--- src/rtl/mvm_accum.sv ---
// Output-lane accumulator: sums framed signed partial products and queues row results in an FWFT FIFO.
// Define ACCUM_SAT_EN to saturate on signed overflow (and drive sat_flag); otherwise adds wrap.
module mvm_accum #(
  parameter int IWIDTH     = 24,
  parameter int OWIDTH     = 32,
  parameter int ROWW       = 10,
  parameter int FIFO_DEPTH = 4
) (
  input  logic                          clk,
  input  logic                          rst_n,
  input  logic                          clr,
  input  logic                          pvalid,
  input  logic [IWIDTH-1:0]             pdata,
  input  logic                          pfirst,
  input  logic                          plast,
  output logic                          ovalid,
  output logic [OWIDTH-1:0]             odata,
  output logic [ROWW-1:0]               orow,
  input  logic                          oready,
  output logic [$clog2(FIFO_DEPTH):0]   fifo_cnt,
  output logic                          err_ovf,
  output logic                          sat_flag
);

  localparam int AW = $clog2(FIFO_DEPTH);
  localparam int CW = AW + 1;

  logic [OWIDTH-1:0] acc;
  logic [OWIDTH-1:0] base;
  logic [OWIDTH-1:0] raw;
  logic [OWIDTH-1:0] sum;
  logic [OWIDTH-1:0] pdata_ext;
  logic [ROWW-1:0]   row_idx;

  logic [OWIDTH-1:0] mem_data [FIFO_DEPTH];
  logic [ROWW-1:0]   mem_row  [FIFO_DEPTH];
  logic [AW-1:0]     wr_ptr;
  logic [AW-1:0]     rd_ptr;
  logic [CW-1:0]     count;

  logic empty;
  logic full;
  logic push_req;
  logic do_push;
  logic do_pop;
  logic drop;

  assign pdata_ext = OWIDTH'($signed(pdata));

`ifdef ACCUM_SAT_EN
  logic sat_hit;
`endif

  always_comb begin
    base = pfirst ? '0 : acc;
    raw  = base + pdata_ext;
`ifdef ACCUM_SAT_EN
    // Overflow only when both operands share a sign that the result lost
    sat_hit = (base[OWIDTH-1] == pdata_ext[OWIDTH-1]) && (raw[OWIDTH-1] != base[OWIDTH-1]);
    if (sat_hit)
      sum = base[OWIDTH-1] ? {1'b1, {(OWIDTH-1){1'b0}}} : {1'b0, {(OWIDTH-1){1'b1}}};
    else
      sum = raw;
`else
    sum = raw;
`endif
  end

  assign empty    = (count == '0);
  assign full     = (count == CW'(FIFO_DEPTH));
  assign push_req = pvalid && plast && !clr;
  assign do_pop   = !empty && oready && !clr;
  assign do_push  = push_req && (!full || do_pop);
  assign drop     = push_req && full && !do_pop;

  assign ovalid   = !empty;
  assign odata    = empty ? '0 : mem_data[rd_ptr];
  assign orow     = empty ? '0 : mem_row[rd_ptr];
  assign fifo_cnt = count;

  always_ff @(posedge clk or negedge rst_n) begin
    if (!rst_n) begin
      acc     <= '0;
      row_idx <= '0;
      wr_ptr  <= '0;
      rd_ptr  <= '0;
      count   <= '0;
      err_ovf <= 1'b0;
    end else if (clr) begin
      acc     <= '0;
      row_idx <= '0;
      wr_ptr  <= '0;
      rd_ptr  <= '0;
      count   <= '0;
      err_ovf <= 1'b0;
    end else begin
      if (pvalid) begin
        if (plast) begin
          acc     <= '0;
          row_idx <= row_idx + 1'b1;
        end else begin
          acc <= sum;
        end
      end
      if (do_push)
        wr_ptr <= wr_ptr + 1'b1;
      if (do_pop)
        rd_ptr <= rd_ptr + 1'b1;
      if (do_push && !do_pop)
        count <= count + 1'b1;
      else if (!do_push && do_pop)
        count <= count - 1'b1;
      if (drop)
        err_ovf <= 1'b1;
    end
  end

  // Storage needs no reset: the head is masked to zero whenever the FIFO is empty
  always_ff @(posedge clk) begin
    if (do_push) begin
      mem_data[wr_ptr] <= sum;
      mem_row[wr_ptr]  <= row_idx;
    end
  end

`ifdef ACCUM_SAT_EN
  always_ff @(posedge clk or negedge rst_n) begin
    if (!rst_n)
      sat_flag <= 1'b0;
    else if (clr)
      sat_flag <= 1'b0;
    else if (pvalid && sat_hit)
      sat_flag <= 1'b1;
  end
`else
  assign sat_flag = 1'b0;
`endif

endmodule
--- config.mk ---
export PLATFORM = sky130hd
export DESIGN_NAME = mvm_accum
export DESIGN_NICKNAME = d
export VERILOG_FILES = /design/src/rtl/mvm_accum.sv
export SDC_FILE = /design/constraint.sdc
export NUM_CORES = 1
export LEC_CHECK = 0
export ABC_AREA = 0
export ABC_CLOCK_PERIOD_IN_PS = 5500
export BUFFER_PORTS_ARGS = -buffer_cell sky130_fd_sc_hd__clkbuf_2
export CAP_MARGIN = 40
export CORE_UTILIZATION = 45
export CTS_CLUSTER_DIAMETER = 200
export CTS_CLUSTER_SIZE = 14
export DETAILED_ROUTE_END_ITERATION = 8
export PLACE_DENSITY = 0.71
export SETUP_SLACK_MARGIN = 0.02
export SLEW_MARGIN = 15
export SYNTH_ARGS = -nofsm -noshare
export SYNTH_HDL_FRONTEND = slang
export SYNTH_SLANG_ARGS = --single-unit
export TNS_END_PERCENT = 20
--- constraint.sdc ---
create_clock -name clk -period 5.5 [get_ports clk]
set_clock_uncertainty 0.15 [all_clocks]
set_input_delay 1.1 -clock clk [delete_from_list [all_inputs] [get_ports clk]]
set_output_delay 1.1 -clock clk [all_outputs]
set_load 0.02 [all_outputs]
==> results.txt, run 1 <==
- Outcome: complete, no violations
* Total global routing track utilization: 0.185
* Initial antenna violation count: 0
- The signal on the critical path passes through buf_4 -> mux4_2 -> and2_1 -> clkbuf_2.
- Number of global-route vias before repair: roughly 6300
- The worst hold path terminates at acc[30].
* X dimension of the die: roughly 150 um
* Final design area excluding fillers: 11800 sq um
- The startpoint identified for the worst hold timing path is acc[30].
* Count of final setup violators: 0
* Vertical die dimension: ~150 um
- The number of buffers and inverters on the critical path is 2.
* Register bit total from synthesis: roughly 220
* Per-cell routed wire length: 19.2 um
- Once layout is complete, the utilization of the core stands at 0.518.
* Placed Area: around 11000 sq um
* Share of async-settable or async-resettable flops after synthesis: 0.229
- The min-delay analysis places its worst path in the category flop to flop.
- Total stage count of the critical path: 4
* Clock tree from TritonCTS: built
- The worst setup path is launched from a flop.
- Detailed placement ended at an HPWL of 14.5 mm.
- Across all register-to-register paths, the minimum setup slack is 2220 ps.
- Of the post-synthesis cell area, the dominant cell type holds 0.483.
* Routability congestion estimate from global placement: around 0.87
- For this design, the slowest cell found on the critical path is sky130_fd_sc_hd__dfrtp_2.
- Summed over all failing endpoints, the final setup total negative slack is 0 ps.
- After synthesis, the mean cell area works out to 14.1 sq um.
- Reported max-cap violation count: 0
- In this run the critical register-to-register path is launched from fifo_cnt[0].
* Clock tree sinks: 218
* Via density per instance: roughly 5.6
* CP Max Fanout: 20
- The worst setup path is captured at an output pin.
- Drc violations: 0
- The floorplan has 55 rows.
- Cell internal power was estimated by the tool at 2.80 mW.
- Hold Violations, Final: 0
* Dominant cells by area after synthesis: sky130_fd_sc_hd__edfxtp_1 48%, sky130_fd_sc_hd__dfrtp_1 12%, sky130_fd_sc_hd__mux4_2 9.1%
- Of all cell types, the one taking the most synthesized area is sky130_fd_sc_hd__edfxtp_1.
* Final critical path time including I/O delays and setup: between 3000 and 4000 ps
- Crit path required time: 4250 ps
- Once detail routing completed, the nets flagged for antenna violations numbered 0.
* Reg power frac: 0.486
- The analysis attributes to cell leakage a power of 4.44 nW.
* Layout area overhead: 12.5%
- Relative slew slack: 0.436
* Cts hold-fix bufs: 0
- Share of total power consumed by net switching: 0.277
- Count of cells resized by post-cts repair: 0
- The worst setup path is of the flop to output pin kind.
* Yosys warnings: 0
- The floorplan step defined a die boundary enclosing approximately 24000 sq um.
- Clock-pin slew reported for the worst setup and hold paths after clock tree synthesis: 70 ps
- The first TritonRoute pass finished after 5 iterations.
* Fill count: around 1900
* Final Max Slew Viols: 0
- In the final design database the tool counted between 800 and 900 nets.
* Number of design-rule violations left by the first detailed-router iteration: roughly 350
- Of the cells placed in the final design, the portion with a size suffix greater than 1 is 0.208.
- In this run the critical register-to-register path is captured at fifo_cnt[2].
* Post-Synthesis Cells: 740
* Initial core utilization: 0.460
* Clock network fraction of total power: 0.315
- Max rail drop VDD: roughly 140 uV
- Routed Wire Length: around 22 mm
* Net Count, Synth: 809
- The synthesized netlist occupies a cell area of 10500 sq um.
- Highest cell delay on the worst timing path: between 700 and 800 ps
- Maximum number of pins on one net before global-route repair: slightly above 50
- Counting instances, the worst hold path has a depth of 2.
- The number of cells on the worst reg-to-reg path is 8.
- Buffers added to address setup during post-CTS repair amount to 0.
- Crit path launch: rd_ptr[0]
- The count of buffers added on input and output ports is 77.
* Actual transition at the worst max-transition pin: 845 ps
- Derived from the worst setup path, the maximum achievable clock frequency is ~260 MHz.
- Unrepaired setup endpoints after global routing: no
* GRT Residual Overflow: 0
- Power spread over the standard cell area amounts to between 300 and 400 nW/um^2.
* I/O pin cnt: 79
- Number of antenna repair diodes: 0
- The first global-routing pass estimated around 34 mm of wire.
* Delay-heaviest family, CP: flip-flops
* Number of CTS-inserted buffers: 19
* Number of H-tree branching levels: 1
- The clock passes through at most 3 buffers.
- Part of the Yosys area used for sequential elements: 0.602
- Main flop type after synthesis: sky130_fd_sc_hd__edfxtp_1
* Number of vias after detailed routing: 6309
- Count of different cell masters after synthesis: 60
- Relative contribution of combinational cells to total power: 0.199
- Clock Tree Root: sky130_fd_sc_hd__clkbuf_16
* Floorplan Core Area: 22700 sq um
- Sw Pwr: around 1.1 mW
- Clock latency of the later-clocked register in the worst-skew pair: 490 ps
* Arrival time of the worst setup path: between 2000 and 3000 ps
- Number of enable flip-flop cells after synthesis: about 170
- Final worst path period share: 0.698
==> cell families after synthesis <==
family	share of synthesized area
adders and majority gates	0.0469
DFF	0.602
muxes	0.0943
buffers and inverters	0.0190
xor gates and xnor gates	0.0344
and+or+nand+nor	0.109
other	0.000359
AOI/OAI and AO/OA	0.0939
==> layout by cell type (no fill, tap or decap), drive strengths merged, types with 10 or more instances in the layout <==
cell type,Yosys,layout
nand2,34,34
clkbuf,24,109
xor2,17,17
nand3,12,12
dfrtp,50,50
edfxtp,168,168
nor2b,33,33
buf,9,16
a22o,26,26
mux4,42,42
nor3,10,10
and2,50,50
ha,36,36
xnor2,24,24
nor2,45,45
a21oi,41,41
o21ai,17,17
inv,10,11
==> worst max path at each step <==
stage	to
after global placement	mem_data[1][18]
final	odata[21]
after CTS	odata[21]
after global routing	odata[17]
after floorplan	mem_data[0][18]
after detailed placement	mem_data[2][18]
==> per-layer routing <==
| metal | global-route usage | wire, um |
|---|---|---|
| met1 | 0.250 | 9560 |
| met2 | 0.319 | 10600 |
| met3 | 0.0227 | 915 |
| met4 | 0.0438 | 386 |
| met5 | 0 | 0 |
==> power groups by stage <==
stage	logic, mW	clock network, mW	registers [mW]
3_3_place_gp	0.773	0	1.92
6_report	0.772	1.22	1.88
4_1_cts	0.787	1.24	1.89
5_1_grt	0.844	1.30	1.89
2_1_floorplan	0.574	0	1.89
3_5_place_dp	0.784	0	1.92
==> cell type report <==
cell class	instances	area [sq um]	area share
sequential	218	6300	0.536
multi-input combinational	478	3960	0.337
timing repair buffer	93	563	0.0479
clock buffer	32	524	0.0446
tap	285	357	0.0303
inverter	10	37.5	0.00319
clock inverter	2	17.5	0.00149
==> worst register-to-register path, stage by stage, from the launching register on <==
cell and delay (ps):
sky130_fd_sc_hd__dfrtp_1 500, sky130_fd_sc_hd__or3_1 620, sky130_fd_sc_hd__buf_4 390, sky130_fd_sc_hd__nand2_1 120, sky130_fd_sc_hd__and2_1 190, sky130_fd_sc_hd__fa_1 420
sky130_fd_sc_hd__or3_1 390, sky130_fd_sc_hd__a311oi_1 300, sky130_fd_sc_hd__nor2_1 70
==> cell usage after synthesis, drive strengths merged, types with 3 or more instances <==
cell and instances:
nor3b 3, o21ai 17, and3 6, nand2 34
o21bai 4, a31oi 7, nor2b 33, a21oi 41
dfrtp 50, o31ai 7, nor2 45, xnor2 24
inv 10, nor3 10, nand3 12, nand4 8
ha 36, a22o 26, mux4 42, o21a 7
a211oi 5, xor2 17, and2 50, buf 9
clkbuf 24, mux2i 4, or3 4, a21o 8
edfxtp 168, a221o 3
==> stage by stage <==
step / total power, mW / std cells / hold slack (ps) / setup WS [ps]
after floorplan: 2.46 / 740 / 291 / 1590
after global placement: 2.69 / 1080 / 307 / 1390
after detailed placement: 2.70 / 1084 / 313 / 1320
after CTS: 3.92 / 1118 / 329 / 1570
after global routing: 4.03 / 1118 / 366 / 1470
final: 3.87 / 1118 / 327 / 1660
==> sequential cells by signal (all words and copies together), names as in the netlist <==
signal,cells
mem_data,128
fifo_cnt,3
row_idx,10
rd_ptr,2
wr_ptr,2
acc,32
err_ovf,1
mem_row,40
No activity file was read; power rests on OpenSTA's default activity.
==> run 2: changes to the inputs <==
--- a/config.mk
+++ b/config.mk
@@ -5,15 +5,15 @@
 export SDC_FILE = /design/constraint.sdc
 export NUM_CORES = 1
 export LEC_CHECK = 0
-export ABC_AREA = 0
-export ABC_CLOCK_PERIOD_IN_PS = 5500
+export ABC_AREA = 1
+export ABC_CLOCK_PERIOD_IN_PS = 3600
 export BUFFER_PORTS_ARGS = -buffer_cell sky130_fd_sc_hd__clkbuf_2
 export CAP_MARGIN = 40
 export CORE_UTILIZATION = 45
 export CTS_CLUSTER_DIAMETER = 200
 export CTS_CLUSTER_SIZE = 14
 export DETAILED_ROUTE_END_ITERATION = 8
-export PLACE_DENSITY = 0.71
+export PLACE_DENSITY = 0.7
 export SETUP_SLACK_MARGIN = 0.02
 export SLEW_MARGIN = 15
 export SYNTH_ARGS = -nofsm -noshare
==> constraint.sdc (replaced) <==
create_clock -name clk -period 3.6 [get_ports clk]
set_clock_uncertainty 0.15 [all_clocks]
set_input_delay 0.72 -clock clk [delete_from_list [all_inputs] [get_ports clk]]
set_output_delay 0.72 -clock clk [all_outputs]
set_load 0.02 [all_outputs]
==> results.txt, run 2 <==
* Arrival time of the worst setup path: 2430 ps (-160 ps)
* Number of enable flip-flop cells after synthesis: 168 (unchanged)
- Leakage: 5.71 nW (+29%)
* Number of H-tree branching levels: 1 (unchanged)
* Actual transition at the worst max-transition pin: 675 ps (-170 ps)
- Netlist area before placement: 11400 sq um (+8.8%)
- Maximum number of pins on one net before global-route repair: 86 (+69%)
- The critical path is of the flop to output pin type.
- The flow ran to the end, and the final reports show no timing, DRC or antenna violations.
- Placed instance count: 1692 (+56%)
* Launching element type of the critical path: flop
- Routability congestion estimate from global placement: 0.964 (+11%)
- Sorting the synthesized cells by how often they occur yields 280 x sky130_fd_sc_hd__nand2_1, 250 x sky130_fd_sc_hd__nor2_1, 178 x sky130_fd_sc_hd__inv_1.
* Count of cells resized by post-cts repair: 0 (unchanged)
* Clock tree from TritonCTS: built
- Register bit total from synthesis: 218 (unchanged)
- The quantity of I/O buffers inserted on ports is 77 (unchanged).
- Count of different cell masters after synthesis: 39 (-35%)
* Initial antenna violation count: 0 (unchanged)
- The post-detailed-route count of antenna-violating nets is 0 (unchanged).
* Top flop regs: mem_data x128, mem_row x40, acc x32
- Number of antenna repair diodes: 0 (unchanged)
- Setup slack of the critical path after layout: 299 ps (-1360 ps)
- Number of search-and-repair iterations in the first detailed-routing pass: 7 (+2)
- Pre-CTS WS: 555 ps (-765 ps)
- Main combinational cell family by area after synthesis: simple AND/OR/NAND/NOR gates
- The total number of vias is 8746 (+39%).
- Per-cell routed wire length: 15.4 um (-20%)
- HP Class: input pin to async pin
- Net Count, Synth: 1383 (+71%)
* Post-Synthesis Cells: 1314 (+78%)
* Number of CTS-inserted buffers: 19 (unchanged)
* Final critical path time including I/O delays and setup: 3300 ps
* Layout area overhead: 12.4%
- Walking the worst path, the cells encountered are clkinv_1 -> buf_4 -> nor2_1 -> o21ai_0 -> a21oi_1 -> clkbuf_2.
- GRT Residual Overflow: 0 (unchanged)
- Via density per instance: 5.07 (-10%)
- Highest cell delay on the worst timing path: 750 ps (-40 ps)
- The post-layout net count came to 1458 (+64%).
- Number of global-route vias before repair: 8410 (+33%)
* Share of synthesized area spent on multiplexers: 0 (-0.0943)
- The maximum fanout along the worst path came to 28 (+40%).
* Synthesized-area fraction occupied by and/or/nand/nor cells: 0.223 (+0.115)
- Setup repair after global routing left no endpoint under its margin.
* Share of async-settable or async-resettable flops after synthesis: 0.229 (unchanged)
* Dominant cells by area after synthesis: sky130_fd_sc_hd__edfxtp_1 44%, sky130_fd_sc_hd__dfrtp_1 11%, sky130_fd_sc_hd__nand2_1 9.2%
* XOR/XNOR share of the synthesized area: 0.0165 (-0.0179)
- The core area came to 24500 sq um (+8.0%).
- Drc violations: 0 (unchanged)
- The fraction of post-synthesis cell area in the top cell type by area is 0.444 (-0.0390).
- Count of final setup violators: 0 (unchanged)
* Final worst path period share: 0.917
- In this run the worst setup path begins at rd_ptr[1].
* Cts hold-fix bufs: 0 (unchanged)
* Compound-Gate Fraction of Synth Area: 0.0863 (-0.00757)
- The final cell count without fillers was 1725 (+54%).
- Combined area of the multi-input logic cells: 4230 sq um (+6.8%)
- The number of flip-flops in the largest register was 128 (unchanged).
- Routed Wire Length: 26.6 mm (+23%)
- Relative slew slack: 0.550 (+0.113)
- The number of placement rows was 57 (+3.6%).
- Top library cells by usage in the layout, fill and taps aside: 280 x sky130_fd_sc_hd__nand2_1, 246 x sky130_fd_sc_hd__nor2_1, 178 x sky130_fd_sc_hd__inv_1
- The overall die height is 161 um (+4.2%).
- Post-CTS Repair Setup Buffers: 0 (unchanged)
* Slowest stage cell, crit path: sky130_fd_sc_hd__dfrtp_1
- The die footprint is 25900 sq um (+8.7%).
- Wire length of the first global-routing pass: 43.2 mm (+26%)
- Power density over the cells: 521 nW/um^2 (+58%)
- On the critical path the largest part of the delay comes from flip-flops.
- Among all flip-flop cells after synthesis, the most frequent one is sky130_fd_sc_hd__edfxtp_1.
- Top-count cell post-synth: sky130_fd_sc_hd__nand2_1
- The horizontal die dimension is 161 um (+4.2%).
- The number of placed I/O pins came to 79 (unchanged).
* Reg2reg start: acc[0]
- Register name with the most flops: mem_data
* Yosys warnings: 0 (unchanged)
* Critical path buffers and inverters: 3 (+1)
- Fin Hold WS: 24.7 ps (-303 ps)
- The final count of hold timing violations was 0 (unchanged).
- Sort of element at the end of the critical path: output pin
- The footprint of the flip-flops and latches was 6300 sq um (about the same).
* Adder-Cell Fraction of Synth Area: 0.0431 (-0.00379)
- The maximum clock insertion buffer count was 3 (unchanged).
* Part of the Yosys area used for sequential elements: 0.554 (-0.0486)
- The number of clock sinks is 218 (unchanged).
* Clock Tree Root: sky130_fd_sc_hd__clkbuf_16
- Commonest non-fill, non-tap cell in the layout: sky130_fd_sc_hd__nand2_1
- Crit path required time: 2730 ps (-1520 ps)
- Clock latency of the later-clocked register in the worst-skew pair: 500 ps (about the same)
* Ratio of cells with drive above 1 in the final layout: 0.108 (-0.0992)
- Number of design-rule violations left by the first detailed-router iteration: 711 (+100%)
- The total negative setup slack is 0 ps (unchanged).
- The count of max-cap constraint violations was 0 (unchanged).
- The layout filler cell count came to 2273 (+18%).
* Clock-pin slew reported for the worst setup and hold paths after clock tree synthesis: 80 ps (about the same)
* Final core area utilization: 0.521 (+0.00275)
* Cell type contributing the most total cell area after synthesis: sky130_fd_sc_hd__edfxtp_1
- The initial core utilization is 0.463 (+0.00317).
- Final Max Slew Viols: 0 (unchanged)
- The peak supply drop was 533 uV (+270%).
- Mapped Avg Cell Area: 8.65 sq um (-39%)
- Total global routing track utilization: 0.211 (+0.0259)
* Max Clock Freq: approximately 300 MHz
- The placed wire-length estimate after detailed placement was 18.4 mm (+27%).
## run 2: changes by cell type after synthesis, moves of 34 or more
cell / previous run / this run
sky130_fd_sc_hd__and2_1: 49 / 15
sky130_fd_sc_hd__inv_1: 10 / 178
sky130_fd_sc_hd__mux4_2: 42 / 0
sky130_fd_sc_hd__nand2_1: 33 / 280
sky130_fd_sc_hd__nand3_1: 12 / 48
sky130_fd_sc_hd__nor2_1: 45 / 250
sky130_fd_sc_hd__o21ai_0: 15 / 107
## run 2: cell type report
cell class | count | share of cell area
Sequential cell | 218 | 0.493
Multi-Input combinational cell | 870 | 0.331
Inverter | 184 | 0.0541
Timing Repair Buffer | 96 | 0.0482
Clock buffer | 32 | 0.0410
Tap cell | 324 | 0.0317
Clock inverter | 1 | 0.000686
## run 2: report_power, final
group | switching (mW) | leakage (nW) | total, mW | internal (mW)
Combinational | 1.36 | 3.25 | 1.92 | 0.561
Sequential | 0.0573 | 2.20 | 2.89 | 2.83
Clock | 0.844 | 0.254 | 1.84 | 0.992
Total | 2.26 | 5.71 | 6.65 | 4.39
## run 2: per-stage QoR
step / area (sq um) / power, mW
floorplan: 11400 / 4.20
global placement: 12200 / 4.87
detailed placement: 12200 / 4.89
CTS: 12800 / 6.72
global route: 12800 / 7.00
finish: 12800 / 6.65
## run 2: logic make-up (layout without fill, tap and decap cells)
group                      after synthesis  after routing
AOI/OAI and AO/OA                      190            190
xor gates and xnor gates                18             18
adders and majority gates               38             38
buffers and inverters                  226            313
DFF                                    218            218
other                                    1              1
and+or+nand+nor                        623            623
## run 2: routing by layer
metal	routed length, um	up-vias	track usage
li1	-	4376	-
met1	12000	4081	0.294
met2	12600	252	0.347
met3	1390	37	0.0230
met4	584	0	0.0605
met5	0	-	0
## run 2: path summary, 6_finish.rpt
kind                       slack (ps)             end  cells after the start
max                               300       odata[17]                      6
min                                20         acc[22]                      1
max reg2reg                      1030  mem_data[2][8]                     10
min reg2reg                       330         acc[27]                      2
max in group asynchronous        2350       rd_ptr[0]                      2
min in group clk                  330         acc[27]                      2
